`config.mk`:
```
export PLATFORM = sky130hd
export DESIGN_NAME = pipe_control_unit
export DESIGN_NICKNAME = d
export VERILOG_FILES = /design/src/rtl/pipe_control_unit.sv
export SDC_FILE = /design/constraint.sdc
export NUM_CORES = 1
export LEC_CHECK = 0
export ABC_AREA = 1
export CORE_ASPECT_RATIO = 1.75
export CORE_UTILIZATION = 45
export DETAILED_ROUTE_END_ITERATION = 6
export HOLD_SLACK_MARGIN = 0.1
export PLACE_DENSITY = 0.78
export SETUP_SLACK_MARGIN = 0.15
export SLEW_MARGIN = 15
export SYNTH_ARGS = -nofsm -noshare
export SYNTH_HDL_FRONTEND = slang
export SYNTH_SLANG_ARGS = --single-unit
```
`constraint.sdc`:
```
create_clock -name clk -period 3.3 [get_ports clk]
set_input_delay 0.66 -clock clk [delete_from_list [all_inputs] [get_ports clk]]
set_output_delay 0.66 -clock clk [all_outputs]
set_load 0.02 [all_outputs]
```
`src/rtl/pipe_control_unit.sv`:
```
// Pipelined main control unit for a 5-stage RV32I core.
// Decodes the ID opcode, carries the control word through ID/EX, EX/MEM and
// MEM/WB, and sequences stall / flush / hold for the front end.
module pipe_control_unit #(
  parameter int REG_ADDR_W  = 5,
  parameter int ALUOP_W     = 2,
  parameter int ENABLE_JUMP = 1
) (
  input  logic                  clk,
  input  logic                  reset,
  input  logic [6:0]            idOpcode,
  input  logic [REG_ADDR_W-1:0] idRs1,
  input  logic [REG_ADDR_W-1:0] idRs2,
  input  logic [REG_ADDR_W-1:0] idRd,
  input  logic                  flush,
  input  logic                  hold,
  output logic                  pcWrite,
  output logic                  ifidWrite,
  output logic                  ifidFlush,
  output logic [ALUOP_W-1:0]    exALUop,
  output logic                  exALUsrc,
  output logic                  exBranch,
  output logic [1:0]            exJump,
  output logic                  exMemRead,
  output logic [REG_ADDR_W-1:0] exRd,
  output logic                  memMemRead,
  output logic                  memMemWrite,
  output logic [REG_ADDR_W-1:0] memRd,
  output logic                  wbRegWrite,
  output logic                  wbMemtoReg,
  output logic [REG_ADDR_W-1:0] wbRd,
  output logic                  exIllegal
);

  localparam logic [6:0] OP_R      = 7'b0110011;
  localparam logic [6:0] OP_IALU   = 7'b0010011;
  localparam logic [6:0] OP_LOAD   = 7'b0000011;
  localparam logic [6:0] OP_STORE  = 7'b0100011;
  localparam logic [6:0] OP_BRANCH = 7'b1100011;
  localparam logic [6:0] OP_JAL    = 7'b1101111;
  localparam logic [6:0] OP_JALR   = 7'b1100111;
  localparam logic [6:0] OP_BUBBLE = 7'b0000000;
  localparam bit         JUMP_EN   = (ENABLE_JUMP != 0);

  typedef struct packed {
    logic [ALUOP_W-1:0]    alu_op;
    logic                  alu_src;
    logic                  branch;
    logic [1:0]            jump;
    logic                  mem_read;
    logic                  mem_write;
    logic                  mem_to_reg;
    logic                  reg_write;
    logic                  illegal;
    logic [REG_ADDR_W-1:0] rd;
  } ctrl_t;

  ctrl_t                 dec;
  logic                  uses_rs1;
  logic                  uses_rs2;
  logic                  load_use;

  ctrl_t                 id_ex_d, id_ex_q;
  logic                  ex_mem_read_d, ex_mem_read_q;
  logic                  ex_mem_write_d, ex_mem_write_q;
  logic                  ex_mem_to_reg_d, ex_mem_to_reg_q;
  logic                  ex_mem_reg_write_d, ex_mem_reg_write_q;
  logic [REG_ADDR_W-1:0] ex_mem_rd_d, ex_mem_rd_q;
  logic                  mem_wb_reg_write_d, mem_wb_reg_write_q;
  logic                  mem_wb_mem_to_reg_d, mem_wb_mem_to_reg_q;
  logic [REG_ADDR_W-1:0] mem_wb_rd_d, mem_wb_rd_q;

  // Decode the ID opcode into a control word and its source-register usage.
  always_comb begin
    dec      = '0;
    uses_rs1 = 1'b1;
    uses_rs2 = 1'b0;
    case (idOpcode)
      OP_R: begin
        dec.reg_write = 1'b1;
        dec.alu_op    = ALUOP_W'(2);
        uses_rs2      = 1'b1;
      end
      OP_IALU: begin
        dec.alu_src   = 1'b1;
        dec.reg_write = 1'b1;
        dec.alu_op    = ALUOP_W'(3);
      end
      OP_LOAD: begin
        dec.alu_src    = 1'b1;
        dec.mem_read   = 1'b1;
        dec.mem_to_reg = 1'b1;
        dec.reg_write  = 1'b1;
      end
      OP_STORE: begin
        dec.alu_src   = 1'b1;
        dec.mem_write = 1'b1;
        uses_rs2      = 1'b1;
      end
      OP_BRANCH: begin
        dec.branch = 1'b1;
        dec.alu_op = ALUOP_W'(1);
        uses_rs2   = 1'b1;
      end
      OP_JAL: begin
        uses_rs1 = 1'b0;
        if (JUMP_EN) begin
          dec.jump      = 2'b01;
          dec.reg_write = 1'b1;
        end else begin
          dec.illegal = 1'b1;
        end
      end
      OP_JALR: begin
        if (JUMP_EN) begin
          dec.jump      = 2'b10;
          dec.alu_src   = 1'b1;
          dec.reg_write = 1'b1;
        end else begin
          dec.illegal = 1'b1;
        end
      end
      OP_BUBBLE: begin
        uses_rs1 = 1'b0;
      end
      default: begin
        dec.illegal = 1'b1;
      end
    endcase
    // Bubbles and undecodable opcodes carry no destination; x0 is never written.
    if (!dec.illegal && (idOpcode != OP_BUBBLE)) dec.rd = idRd;
    if (idRd == '0) dec.reg_write = 1'b0;
  end

  // Load-use hazard: a load in EX targets a register the ID instruction reads.
  always_comb begin
    load_use = id_ex_q.mem_read && (id_ex_q.rd != '0) &&
               ((uses_rs1 && (id_ex_q.rd == idRs1)) ||
                (uses_rs2 && (id_ex_q.rd == idRs2)));
  end

  // Front-end enables: hold freezes everything, flush redirects, load-use stalls.
  always_comb begin
    pcWrite   = 1'b0;
    ifidWrite = 1'b0;
    ifidFlush = 1'b0;
    if (reset && !hold) begin
      if (flush) begin
        pcWrite   = 1'b1;
        ifidWrite = 1'b1;
        ifidFlush = 1'b1;
      end else if (!load_use) begin
        pcWrite   = 1'b1;
        ifidWrite = 1'b1;
      end
    end
  end

  // Next-state for the stage registers: keep on hold, bubble ID/EX on flush or stall.
  always_comb begin
    id_ex_d             = id_ex_q;
    ex_mem_read_d       = ex_mem_read_q;
    ex_mem_write_d      = ex_mem_write_q;
    ex_mem_to_reg_d     = ex_mem_to_reg_q;
    ex_mem_reg_write_d  = ex_mem_reg_write_q;
    ex_mem_rd_d         = ex_mem_rd_q;
    mem_wb_reg_write_d  = mem_wb_reg_write_q;
    mem_wb_mem_to_reg_d = mem_wb_mem_to_reg_q;
    mem_wb_rd_d         = mem_wb_rd_q;
    if (!hold) begin
      id_ex_d             = (flush || load_use) ? '0 : dec;
      ex_mem_read_d       = id_ex_q.mem_read;
      ex_mem_write_d      = id_ex_q.mem_write;
      ex_mem_to_reg_d     = id_ex_q.mem_to_reg;
      ex_mem_reg_write_d  = id_ex_q.reg_write;
      ex_mem_rd_d         = id_ex_q.rd;
      mem_wb_reg_write_d  = ex_mem_reg_write_q;
      mem_wb_mem_to_reg_d = ex_mem_to_reg_q;
      mem_wb_rd_d         = ex_mem_rd_q;
    end
  end

  // Stage registers; reset clears every stage to a bubble.
  always_ff @(posedge clk or negedge reset) begin
    if (!reset) begin
      id_ex_q             <= '0;
      ex_mem_read_q       <= 1'b0;
      ex_mem_write_q      <= 1'b0;
      ex_mem_to_reg_q     <= 1'b0;
      ex_mem_reg_write_q  <= 1'b0;
      ex_mem_rd_q         <= '0;
      mem_wb_reg_write_q  <= 1'b0;
      mem_wb_mem_to_reg_q <= 1'b0;
      mem_wb_rd_q         <= '0;
    end else begin
      id_ex_q             <= id_ex_d;
      ex_mem_read_q       <= ex_mem_read_d;
      ex_mem_write_q      <= ex_mem_write_d;
      ex_mem_to_reg_q     <= ex_mem_to_reg_d;
      ex_mem_reg_write_q  <= ex_mem_reg_write_d;
      ex_mem_rd_q         <= ex_mem_rd_d;
      mem_wb_reg_write_q  <= mem_wb_reg_write_d;
      mem_wb_mem_to_reg_q <= mem_wb_mem_to_reg_d;
      mem_wb_rd_q         <= mem_wb_rd_d;
    end
  end

  assign exALUop     = id_ex_q.alu_op;
  assign exALUsrc    = id_ex_q.alu_src;
  assign exBranch    = id_ex_q.branch;
  assign exJump      = JUMP_EN ? id_ex_q.jump : 2'b00;
  assign exMemRead   = id_ex_q.mem_read;
  assign exRd        = id_ex_q.rd;
  assign exIllegal   = id_ex_q.illegal;
  assign memMemRead  = ex_mem_read_q;
  assign memMemWrite = ex_mem_write_q;
  assign memRd       = ex_mem_rd_q;
  assign wbRegWrite  = mem_wb_reg_write_q;
  assign wbMemtoReg  = mem_wb_mem_to_reg_q;
  assign wbRd        = mem_wb_rd_q;

endmodule
```
==> key figures, run 1 <==
Logic synthesis
  – Sequential area share after synthesis: 0.433
  – Most common flop cell mapped by yosys: dfrtp_1
  – Post-Syn Area: 0.00174 mm²
  – Post-synth top cells: nand2_1 (79), dfrtp_1 (30), nor2_1 (30)
  – Top cell type's share of synthesized area: 0.433
  – EDFF count, synth: 0
  – Syn Inst Count: 240
  – Count of different cell masters after synthesis: 27
  – Main area contributors after synthesis: dfrtp_1 (43%), nand2_1 (17%), nor2_1 (6.5%)
  – Most frequent cell after synthesis: nand2_1
  – Syn. warnings: 0
  – Flops & latches, synth: 30
  – Synth area leader: dfrtp_1
  – Syn avg cell area: 7.23 µm²
  – Async SR Flop Fraction: 1.00
  – Synth Net Count: roughly 270

Die
  – Core Area: 0.00366 mm²
  – Die area: between 0.004 and 0.005 mm²
  – Die X: 48.9 µm
  – Starting Density: 0.474
  – Cell row count: 29
  – I/O pins: 56
  – DIE HEIGHT: between 80 and 90 µm

Worst setup path
  – CP Max Fanout: 5
  – Cell Chain, Critical Path: clkdlybuf4s50_1 -> inv_1 -> nand2_1 -> nor2_1 -> nor2_1 -> nand3_1 -> nand2_2 -> a31oi_1 -> dlygate4sd2_1
  – Reg-to-reg startpoint: exRd[0]$_DFFE_PN0N_
  – FF-to-FF End: exALUop[0]$_DFFE_PN0N_
  – Reg2reg setup slack: 1.89 ns
  – Critical path launch point type: input port
  – Max stage delay on crit path: 0.50 ns
  – CP Buf/Inv Count: 3
  – Critical Path RT: 2.64 ns
  – Worst Path Class, Setup: in -> out
  – CP Capture Type: primary output
  – Worst path depth: 9
  – Worst path most repeated cell: nor2_1
  – Cell depth of the worst flop-to-flop path: 8
  – CP top delay family: buffers and inverters
  – CP max-delay cell: clkdlybuf4s50_1
  – WP data arrival: 2.28 ns
  – Critical Path End: ifidWrite
  – Crit. Startpoint: idOpcode[5]

Global route
  – Number of global-route vias before repair: 1,523
  – Global-route wire length before repair: 6690 µm
  – Global router's overall resource usage: 0.208
  – Largest net degree at the start of global routing: 41
  – Grt ovf: 0
  – Initial antenna violation count: 0

Drt
  – Wl on met1: 1540 µm
  – Met3 wire length: 125 µm
  – Met2 wire len: 2020 µm
  – Routed len/inst: 11.3 µm
  – Final WL: ~3800 µm
  – Vias: roughly 1,600
  – Vias per Instance: 4.89
  – Top Metal Used: met4
  – # DRC: 0
  – Post-detailed-route count of antenna-violating nets: 0
  – Drt pass-1 iters: 4
  – DR iter-0 viols: 18

STA
  – Final worst slack: between 0.3 and 0.4 ns
  – Clock Skew: 0.00666 ns
  – Slew of the pin with the lowest slew margin: 0.374 ns
  – Hold Violations, Final: 0
  – FMAX: 0.340 GHz
  – Rel. slew slack: 0.750
  – Unrepaired setup endpoints after global routing: false
  – Final setup fails: 0
  – Tightest hold margin: between 0.4 and 0.5 ns
  – Fin crit share: 0.892
  – Setup TNS: 0 ns
  – Minimum clock period after layout: 2.94 ns
  – Max-slew violations: 0

CTS
  – Num CTS Buffers: 5
  – Clk slew on worst S/H paths: about 0.06 ns
  – Root Buffer: clkbuf_8
  – Setup Fix Bufs, Post-CTS: 0
  – Total clock sinks: 30
  – CTS Buffer Depth: 2
  – # hold bufs at CTS: 0
  – Post-CTS sizing: 2
  – H-Tree Depth: 2
  – CTS tree: built
  – Clk_lat worst skew: between 0.2 and 0.3 ns

Final layout
  – ANT cells: 0
  – Fin nets: ~320
  – Layout area overhead: 36.1%
  – Layout cells sized above 1: 0.0756
  – Final core occ: 0.645

Place
  – Pre-CTS setup slack: 0.0535 ns
  – Hpwl dp: 2860 µm
  – Routability congestion estimate: 0.843
  – IO Port Bufs: 55

Pwr
  – Power density over the cells: 336 mW/mm²
  – Tot Pwr: 0.795 mW
  – Leakage: 1.16 nW
  – Worst vdd ir: between 0.2 and 0.25 mV

Status
  – Status: finished, final reports clean

Worst hold path
  – HP Class: reg -> reg

Flow run
  – Max-cap violations: 0
placed cells by master, fill, tap and decap left out, drive strengths merged, types with 2 or more instances in the layout:
cell / synthesis / layout
clkinv: 1 / 2
clkdlybuf4s50: 0 / 53
clkbuf: 4 / 7
nand3: 22 / 22
buf: 14 / 6
inv: 21 / 21
dfrtp: 30 / 30
o211ai: 2 / 2
nor2: 31 / 31
o21ai: 13 / 13
nand2: 84 / 84
dlygate4sd2: 0 / 2
xor2: 4 / 4
a21oi: 2 / 2
xnor2: 6 / 6
nor4: 2 / 2
cell type report:
type / count / area (µm²)
well taps: 46 / 57.6
inverters: 22 / 82.6
clock buffers: 7 / 86.3
clock inverters: 1 / 5.00
flip-flops and latches: 30 / 751
fillers: 332 / 1300
repair buffers: 61 / 593
multi-input cells: 170 / 787
flip-flops by register name, summed over array words and instances, names as in the netlist:
signal              count
exALUop                 2
id_ex_q                 2
memMemRead              1
exIllegal               1
exRd                    5
wbMemtoReg              1
exMemRead               1
exBranch                1
memMemWrite             1
ex_mem_reg_write_q      1
exALUsrc                1
exJump                  2
wbRd                    5
wbRegWrite              1
memRd                   5
kinds of logic (layout without fill, tap and decap cells):
group	after synthesis	in the layout	share of synthesized area
simple gates	141	141	0.341
buf+inv	40	91	0.114
flops	30	30	0.433
xor+xnor	10	10	0.0505
compound gates	19	19	0.0620
power breakdown:
part / total (mW) / switching (mW) / internal (mW)
clock: 0.295 / 0.127 / 0.168
combinational: 0.121 / 0.0638 / 0.0569
sequential: 0.379 / 0.00467 / 0.374
metal layers:
metal | track usage | vias to the layer above
met1 | 0.249 | 751
met3 | 0.0362 | 12
met4 | 0.102 | 0
li1 | - | 838
met2 | 0.355 | 46
met5 | 0 | -
stage by stage:
stage	std cells	instance area, µm²
2_1_floorplan	240	1740
3_3_place_gp	329	2270
3_5_place_dp	329	2270
4_1_cts	337	2360
5_1_grt	337	2360
6_report	337	2360
tightest hold or removal path, cell delays in order (launching register included):
cell and delay, ns:
dfrtp_1 0.34, nand2_1 0.05, nand2_1 0.05
worst min-delay path by stage:
stage                              from                endpoint  slack [ns]  cells after the start
floorplan                         reset  exALUop[0]$_DFFE_PN0N_        0.36                      0
global placement    wbRd[3]$_DFFE_PN0N_     wbRd[3]$_DFFE_PN0N_        0.46                      2
detailed placement  wbRd[4]$_DFFE_PN0N_     wbRd[4]$_DFFE_PN0N_        0.46                      2
CTS                 wbRd[4]$_DFFE_PN0N_     wbRd[4]$_DFFE_PN0N_        0.48                      2
global route        wbRd[2]$_DFFE_PN0N_     wbRd[2]$_DFFE_PN0N_        0.50                      2
finish              wbRd[4]$_DFFE_PN0N_     wbRd[4]$_DFFE_PN0N_        0.47                      2
Note: power is estimated with default switching activity, not from simulation.
==> inputs of run 2 (changes only) <==
MAX_ROUTING_LAYER = met4   (was unset)
==> run 2 against run 1 <==
Against the previous run: design area did not move; die area did not move; register-to-register slack got worse by 0.03 ns.
==> key figures, run 2 (synthesis results as in run 1) <==
Final layout
  – Final core occ: 0.645
  – Layout cells sized above 1: 0.0756
  – ANT cells: 0
  – Most common cell after layout, fill and taps aside: nand2_1
  – Final instance area: 0.00236 mm²
  – Finished Layout Cells: 337
  – Most frequent cells in the layout: nand2_1 (79), clkdlybuf4s50_1 (53), nor2_1 (30), dfrtp_1 (30), nand3_1 (21)
  – Filler cell count: 332
  – Fin nets: 316
  – Layout area overhead: 36.1%

CTS
  – CTS Buffer Depth: 2
  – Num CTS Buffers: 5
  – Setup Fix Bufs, Post-CTS: 0
  – Root Buffer: clkbuf_8
  – Clk slew on worst S/H paths: roughly 0.06 ns
  – # hold bufs at CTS: 0
  – Clk_lat worst skew: 0.28 ns
  – H-Tree Depth: 2
  – Total clock sinks: 30
  – CTS tree: built

Worst setup path
  – Critical Path End: ifidWrite
  – Critical Path RT: between 2 and 3 ns
  – CP max-delay cell: clkdlybuf4s50_1
  – Cell depth of the worst flop-to-flop path: 7
  – FF-to-FF End: exALUsrc$_DFFE_PN0N_
  – CP Capture Type: primary output
  – Max stage delay on crit path: 0.50 ns
  – CP Max Fanout: 5
  – Reg-to-reg startpoint: exRd[4]$_DFFE_PN0N_
  – Worst path most repeated cell: nor2_1
  – Critical path launch point type: input port
  – WP data arrival: approximately 2.3 ns
  – Cell Chain, Critical Path: clkdlybuf4s50_1 -> inv_1 -> nand2_1 -> nor2_1 -> nor2_1 -> nand3_1 -> nand2_2 -> a31oi_1 -> dlygate4sd2_1
  – Crit. Startpoint: idOpcode[5]
  – Reg2reg setup slack: 1.86 ns
  – Worst Path Class, Setup: in -> out

STA
  – Slew of the pin with the lowest slew margin: 0.379 ns
  – Clock Skew: 0.00773 ns
  – Setup TNS: 0 ns
  – Unrepaired setup endpoints after global routing: false
  – Hold Violations, Final: 0
  – Fin crit share: 0.893
  – Final worst slack: 0.354 ns
  – FMAX: 0.339 GHz
  – Minimum clock period after layout: 2.95 ns
  – Rel. slew slack: 0.748
  – Max-slew violations: 0
  – Final setup fails: 0

Global route
  – Initial antenna violation count: 0
  – Global-route wire length before repair: ~6700 µm
  – Global router's overall resource usage: 0.220
  – Grt ovf: 0
  – Largest net degree at the start of global routing: 41
  – Number of global-route vias before repair: between 1,500 and 2,000

Place
  – Hpwl dp: 2850 µm
  – Post-Place Cells: approximately 330
  – Routability congestion estimate: 0.859
  – IO Port Bufs: 55
  – Pre-CTS setup slack: 0.0654 ns
  – DP Area: between 0.002 and 0.0025 mm²

Drt
  – Post-detailed-route count of antenna-violating nets: 0
  – # DRC: 0
  – Vias: 1,642
  – Drt pass-1 iters: 4
  – Routed len/inst: between 10 and 15 µm
  – Final WL: 3830 µm
  – DR iter-0 viols: 42
  – Vias per Instance: between 4 and 5

Die
  – Core Area: about 0.0037 mm²
  – DIE HEIGHT: 84.2 µm
  – Die area: a little over 0.004 mm²
  – I/O pins: 56
  – Cell row count: 29
  – Die X: between 40 and 50 µm
  – Starting Density: 0.474

Pwr
  – Power Internal: 0.599 mW
  – Sw frac: 0.252
  – Leakage: 1.16 nW
  – Power density over the cells: around 340 mW/mm²
  – Sequential power share: 0.473
  – Switching component of the power: 0.202 mW
  – Worst vdd ir: 0.231 mV
  – Clock power frac: 0.376
  – Combinational fraction of design power: 0.151

Flow run
  – Max-cap violations: 0

Worst hold path
  – Hold Startpoint: wbRd[4]$_DFFE_PN0N_
  – HP Class: reg -> reg

Status
  – Status: finished, final reports clean
[run 2: cell counts in the layout (fill, tap and decap cells not counted)]
Identical to the previous run, type by type.
[run 2: layer usage]
metal | up-vias | share of wire | global-route usage
met5 | - | 0 | -
met4 | 0 | 0.038 | 0.134
met3 | 11 | 0.026 | 0.0417
met2 | 47 | 0.54 | 0.366
met1 | 740 | 0.40 | 0.239
li1 | 844 | - | -
[run 2: what timing repair did]
item,in CTS,in global routing
setup endpoints to repair,2,0
gates resized for setup,2,0
hold endpoints to repair,0,0
[run 2: worst min path at each step]
stage                                   to  slack [ns]  depth (start not counted)
finish                 wbRd[4]$_DFFE_PN0N_        0.48                          2
global route           wbRd[2]$_DFFE_PN0N_        0.50                          2
CTS                    wbRd[4]$_DFFE_PN0N_        0.48                          2
detailed placement     wbRd[2]$_DFFE_PN0N_        0.46                          2
global placement       wbRd[3]$_DFFE_PN0N_        0.46                          2
floorplan           exALUop[0]$_DFFE_PN0N_        0.36                          0
[run 2: stage by stage]
stage	total power, mW	hold WS, ns
6_report	0.801	0.476
2_1_floorplan	0.440	0.364
3_3_place_gp	0.506	0.461
3_5_place_dp	0.508	0.465
4_1_cts	0.808	0.481
5_1_grt	0.838	0.502
[run 2: cell type report]
cell class              count  area [µm²]  area share
flip-flops and latches     30         751       0.318
inverters                  22        82.6      0.0350
clock inverters             1        5.00     0.00212
well taps                  46        57.6      0.0244
multi-input cells         170         787       0.333
repair buffers             61         593       0.251
clock buffers               7        86.3      0.0365
[run 2: critical path, delay by kind of cell]
kind | cells | cell delay [ns]
AOI/OAI and AO/OA | 1 | 0.19
buffers and inverters | 3 | 1.02
and+or+nand+nor | 5 | 0.41
[run 2: power by group through the flow]
| stage | Sequential, mW | Combinational [mW] | Clock, mW |
|---|---|---|---|
| after floorplan | 0.390 | 0.0498 | 0 |
| after global placement | 0.385 | 0.121 | 0 |
| after detailed placement | 0.385 | 0.122 | 0 |
| after CTS | 0.379 | 0.122 | 0.307 |
| after global routing | 0.379 | 0.134 | 0.325 |
| final | 0.379 | 0.121 | 0.301 |
